--- config.mk ---
export PLATFORM = sky130hd
export DESIGN_NAME = dm_responder
export DESIGN_NICKNAME = d
export VERILOG_FILES = /design/src/rtl/dm_resp_pkg.sv /design/src/rtl/dm_responder.sv
export SDC_FILE = /design/constraint.sdc
export NUM_CORES = 1
export LEC_CHECK = 0
export ABC_AREA = 1
export CAP_MARGIN = 30
export CORE_MARGIN = 4
export CORE_UTILIZATION = 38
export DETAILED_ROUTE_END_ITERATION = 10
export HOLD_SLACK_MARGIN = 0.02
export PLACE_DENSITY_LB_ADDON = 0.1
export REMOVE_ABC_BUFFERS = 1
export SLEW_MARGIN = 20
export SYNTH_ARGS = -nofsm -noshare
export SYNTH_HDL_FRONTEND = slang
export SYNTH_SLANG_ARGS = --single-unit
--- constraint.sdc ---
create_clock -name clk -period 1.4 [get_ports clk]
set_input_delay 0.28 -clock clk [delete_from_list [all_inputs] [get_ports clk]]
set_output_delay 0.28 -clock clk [all_outputs]
set_load 0.02 [all_outputs]
--- src/rtl/dm_resp_pkg.sv ---
// Shared types and defaults for the CPU data-memory responder.
package dm_resp_pkg;

    typedef enum logic [1:0] {
        IDLE = 2'd0,
        REQ  = 2'd1,
        WAIT = 2'd2,
        DONE = 2'd3
    } dm_state_e;

    localparam logic [3:0]  WEB_NONE       = 4'hF;
    localparam int unsigned DM_TIMEOUT_DEF = 255;
    localparam int unsigned CNT_W          = 8;

endpackage

--- src/rtl/dm_responder.sv ---
// CPU data-memory port to valid/ready bus: one bus transaction per CPU request, best case 3 stall cycles.
// Request held stable until req_ready; DONE is held while ext_stall so the unchanged request is not reissued.
module dm_responder
    import dm_resp_pkg::*;
#(
    parameter int ADDR_W  = 32,
    parameter int DATA_W  = 32,
    parameter int TIMEOUT = DM_TIMEOUT_DEF
) (
    input  logic              clk,
    input  logic              rst,
    input  logic [ADDR_W-1:0] DM_A,
    input  logic [DATA_W-1:0] DM_DI,
    input  logic [3:0]        DM_WEB,
    input  logic              DM_OE,
    input  logic              ext_stall,
    output logic [DATA_W-1:0] DM_DO,
    output logic              dm_stall,
    output logic              req_valid,
    input  logic              req_ready,
    output logic              req_write,
    output logic [ADDR_W-1:0] req_addr,
    output logic [DATA_W-1:0] req_wdata,
    output logic [3:0]        req_wstrb,
    input  logic              rsp_valid,
    input  logic [DATA_W-1:0] rsp_rdata,
    input  logic              rsp_err,
    output logic              bus_err
);

    dm_state_e         r_state;
    dm_state_e         w_state_nxt;
    logic [ADDR_W-1:0] r_addr;
    logic [DATA_W-1:0] r_wdata;
    logic [3:0]        r_wstrb;
    logic              r_write;
    logic [DATA_W-1:0] r_rdata;
    logic              r_err;
    logic [CNT_W-1:0]  r_cnt;

    logic              w_is_write;
    logic              w_req_present;
    logic              w_capture;
    logic              w_load;
    logic [DATA_W-1:0] w_load_data;
    logic              w_set_err;
    logic              w_cnt_last;

    assign w_is_write    = (DM_WEB != WEB_NONE);
    assign w_req_present = DM_OE | w_is_write;
    // Last WAIT cycle: the counter would reach TIMEOUT on this edge.
    assign w_cnt_last    = (r_cnt == CNT_W'(TIMEOUT - 1));

    always_comb begin
        w_state_nxt = r_state;
        w_capture   = 1'b0;
        w_load      = 1'b0;
        w_load_data = '0;
        w_set_err   = 1'b0;
        case (r_state)
            IDLE: begin
                if (w_req_present) begin
                    w_capture   = 1'b1;
                    w_state_nxt = REQ;
                end
            end
            REQ: begin
                if (req_ready) begin
                    w_state_nxt = WAIT;
                end
            end
            WAIT: begin
                if (rsp_valid) begin
                    w_state_nxt = DONE;
                    w_load      = 1'b1;
                    w_load_data = r_write ? '0 : rsp_rdata;
                    w_set_err   = rsp_err;
                end else if (w_cnt_last) begin
                    w_state_nxt = DONE;
                    w_load      = 1'b1;
                    w_set_err   = 1'b1;
                end
            end
            DONE: begin
                if (!ext_stall) begin
                    w_state_nxt = IDLE;
                end
            end
            default: w_state_nxt = IDLE;
        endcase
    end

    always_ff @(posedge clk or negedge rst) begin
        if (!rst) begin
            r_state <= IDLE;
        end else begin
            r_state <= w_state_nxt;
        end
    end

    // Write wins over a simultaneous read request.
    always_ff @(posedge clk or negedge rst) begin
        if (!rst) begin
            r_addr  <= '0;
            r_wdata <= '0;
            r_wstrb <= '0;
            r_write <= 1'b0;
        end else if (w_capture) begin
            r_addr  <= DM_A;
            r_wdata <= DM_DI;
            r_wstrb <= ~DM_WEB;
            r_write <= w_is_write;
        end
    end

    always_ff @(posedge clk or negedge rst) begin
        if (!rst) begin
            r_cnt <= '0;
        end else if (r_state == REQ && req_ready) begin
            r_cnt <= '0;
        end else if (r_state == WAIT) begin
            r_cnt <= r_cnt + 1'b1;
        end
    end

    always_ff @(posedge clk or negedge rst) begin
        if (!rst) begin
            r_rdata <= '0;
            r_err   <= 1'b0;
        end else begin
            if (w_load) begin
                r_rdata <= w_load_data;
            end
            if (w_set_err) begin
                r_err <= 1'b1;
            end
        end
    end

    assign dm_stall  = ((r_state == IDLE) && w_req_present) || (r_state == REQ) || (r_state == WAIT);
    assign req_valid = (r_state == REQ);
    assign req_write = r_write;
    assign req_addr  = r_addr;
    assign req_wdata = r_wdata;
    assign req_wstrb = r_wstrb;
    assign DM_DO     = r_rdata;
    assign bus_err   = r_err;

endmodule

==> flow_summary_export.csv <==
group,metric,value,unit
place,gp_congestion,0.769,
global_routing,overflow,0,
timing,fmax,0.622,GHz
setup_path,cp.depth,4,
setup_path,crit_buf_inv,3,
floorplanning,fp-row-count,40,
hold_path,worstHoldEndpoint,"req_wstrb[1]$_DFFE_PN0P_",
setup_path,cp_slowest_cell,"dfrtp_1",
hold_path,hold_path.class,"in -> reg",
setup_path,crit_type,"reg -> out",
timing,final-max-slew-violation-count,0,
setup_path,cp_max_fo,3,
synth,yosys.area_share.adder,0.0189,
run_status,violations,"negative setup slack",
timing,grt_setup_unrepaired,"yes",
timing,period_minus_slack,1.61,ns
pwr,p_clk_frac,0.115,
timing,finClkSkew,0.00736,ns
setup_path,crit_arrival,1.33,ns
routing,initialDrtViolationCount,262,
cts,cts.sinks,112,
synth,synth_xor_area_frac,0,
setup_path,required,1.12,ns
timing,fin_tns_setup,-9.46,ns
global_routing,busiest_layer,"met2",
pwr,p_sw_frac,0.435,
synth,synth_top_family_by_area,"simple AND/OR/NAND/NOR gates",
place,io_buffers,210,
hold_path,worstHoldPathCells,2,
hold_path,hp-start,"DM_WEB[1]",
pwr,p_sw,0.00883,W
setup_path,regToRegSetupSlack,-0.14,ns
floorplanning,dieArea,14000,sq um
global_routing,gr-usage-met1,0.245,
setup_path,worst-r2r-cell-count,9,
global_routing,grt_max_degree,38,
cells_and_area,n_antenna_cell,0,
pwr,ir_drop,1.38,mV
setup_path,r2r-end,"req_wdata[13]$_DFFE_PN0P_",
synth,syn_area,4620,sq um
routing,postRouteAntennaNets,0,
cts,cts_buffer_depth,2,
timing,worst_pin_slew,0.312,ns
floorplanning,io_pins,211,
pwr,cellPowerDensity,2400,nW/um^2
flow_run,cap_violations,0,
timing,worst_hold_slack,0.144,ns
setup_path,cp_common_cell,"buf_6",
setup_path,worstPathCellList,"buf_6 -> ha_4 -> buf_4 -> buf_6",
synth,synth_mux_area_frac,0,
global_routing,grt_pass1_vias,4159,
cts,clock_latency,0.35,ns
synth,ys_seq_area_frac,0.606,
cts,htree_levels,3,
timing,final-hold-violation-count,0,
synth,syn_avg_cell_area,8.91,sq um
cts,path_clk_slew,0.07,ns
pwr,leakage,4.39,nW
routing,firstDrtPassIters,4,
setup_path,endpoint_kind,"output port",
synth,yosysWarnings,0,
synth,synth.distinct_cells,21,
place,dp_hpwl,9410,microns
timing,slew_headroom,0.792,
floorplanning,dieWidth,118,microns
global_routing,met3_usage,0.0569,
floorplanning,start_util,0.386,
cells_and_area,area_delta_synth_final,83.2,%
routing,viasPerCell,4.84,
cells_and_area,num-fill-cells,901,
routing,wl,16400,microns
synth,syn_inst,519,
timing,min_period_over_period,1.15,
routing,drc,0,
setup_path,r2r_start,"r_state[0]$_DFFE_PN0P_",
cells_and_area,drive_gt1_frac,0.318,
floorplanning,core,12000,sq um
cts,clock-root-buffer,"clkbuf_16",
setup_path,path_delay_family,"flip-flops",
floorplanning,die_height,118,microns
cells_and_area,fin_util,0.708,
timing,layout_setup_ws,-0.207,ns
global_routing,grtUsageTotal,0.192,
cts,cts_buffers,9,
synth,synth_compound_area_frac,0.0192,
timing,setup_viol,109,
cells_and_area,layout.nets,893,
global_routing,grt_pass1_wl,21600,microns
pwr,comb_power_share,0.595,
pwr,p_int,0.0115,W
cells_and_area,final_common_cell,"nand2_1",
run_status,outcome,"finished with violations",
routing,vias,4505,
cells_and_area,final_cell_mix,"156 x nand2_1, 111 x dfrtp_1, 101 x clkdlybuf4s50_1",
setup_path,cp_slowest_stage_delay,0.42,ns
cts,cts_tree,"yes",
routing,wl_per_cell,17.7,microns
global_routing,antenna_found_initial,0,
synth,ys_seq_elements,112,
setup_path,crit_path_start_kind,"flip-flop",
global_routing,grtUsageMet2,0.305,
pwr,seqPwrFrac,0.290,
synth,synthSimpleGateAreaFrac,0.298,
## synthesized netlist by cell type
master	instances	area, sq um
a211oi_1	1	7.51
a21oi_1	6	30.0
buf_12	1	20.0
buf_2	9	45.0
buf_4	6	45.0
buf_6	8	90.1
dfrtp_1	112	2800
ha_1	7	87.6
inv_1	16	60.1
inv_2	1	3.75
nand2_1	274	1030
nand2_2	13	81.3
nand3_1	37	185
nand4_1	1	6.26
nor2_1	14	52.6
nor2_2	1	6.26
nor3_1	1	5.00
nor3b_1	1	7.51
o21ai_0	8	40.0
o21bai_2	1	11.3
or2_2	1	6.26
## flip-flops by register name, indices dropped and copies added, names as in the netlist
register / cells
r_state: 2
req_addr: 32
bus_err: 1
req_write: 1
DM_DO: 32
r_cnt: 8
req_wdata: 32
req_wstrb: 4
## logic make-up after synthesis
kind of cell | Yosys count
flops | 112
fa+ha+maj | 7
buf+inv | 41
simple gates | 343
compound gates | 16
## cell type report
| type | instances | area (sq um) | share of cell area |
|---|---|---|---|
| flip-flops and latches | 112 | 2800 | 0.331 |
| clock buffers | 12 | 236 | 0.0279 |
| clock inverters | 3 | 18.8 | 0.00222 |
| multi-input cells | 366 | 2200 | 0.260 |
| repair inverters | 1 | 16.3 | 0.00192 |
| inverters | 17 | 92.6 | 0.0109 |
| repair buffers | 272 | 2910 | 0.344 |
| well taps | 147 | 184 | 0.0217 |
## worst register-to-register path, cell delays in order, from the launching register on
cell and delay [ns]:
dfrtp_1 0.41, inv_2 0.09, ha_4 0.18, nand2_4 0.06, buf_6 0.13, buf_12 0.17
clkinv_16 0.10, clkbuf_16 0.18, nand2_1 0.07, nand2_1 0.05
## metrics by stage
stage          std cells  cell area (sq um)  total power (W)  setup WS [ns]
6_report             930               8470           0.0203         -0.207
5_1_grt              930               8470           0.0215         -0.257
4_1_cts              895               7200           0.0167         -0.257
3_5_place_dp         878               6990           0.0151         -0.581
3_3_place_gp         878               6990           0.0149         -0.553
2_1_floorplan        495               4420           0.0101         -0.889
## routing by layer
layer  share of wire  routed length, microns
met3           0.072                    1190
met5               0                       0
met2            0.51                    8340
met1            0.40                    6510
met4           0.025                     412
## power groups by stage
| stage | Sequential, W | Combinational (W) | Clock [W] |
|---|---|---|---|
| final | 0.00588 | 0.0121 | 0.00234 |
| after global routing | 0.00606 | 0.0129 | 0.00257 |
| after CTS | 0.00561 | 0.00867 | 0.00240 |
| after detailed placement | 0.00570 | 0.00938 | 0 |
| after global placement | 0.00564 | 0.00923 | 0 |
| after floorplan | 0.00745 | 0.00267 | 0 |
## how the worst max path moves through the flow
stage,startpoint,slack [ns],endpoint
2_1_floorplan,r_state[0]$_DFFE_PN0P_,-0.89,req_addr[0]$_DFFE_PN0P_
3_3_place_gp,DM_WEB[0],-0.55,dm_stall
3_5_place_dp,DM_WEB[0],-0.58,dm_stall
4_1_cts,r_state[0]$_DFFE_PN0P_,-0.26,req_valid
5_1_grt,r_state[0]$_DFFE_PN0P_,-0.26,dm_stall
6_report,r_state[0]$_DFFE_PN0P_,-0.21,req_valid
## what timing repair did
item,CTS,global route
hold buffers,1,0
pin swaps,0,36
endpoints found under the hold margin,17,0
gates cloned,1,21
setup endpoints to repair,210,112
buffers inserted,0,14
gates resized for setup,131,252
No activity file was read; power rests on OpenSTA's default activity.
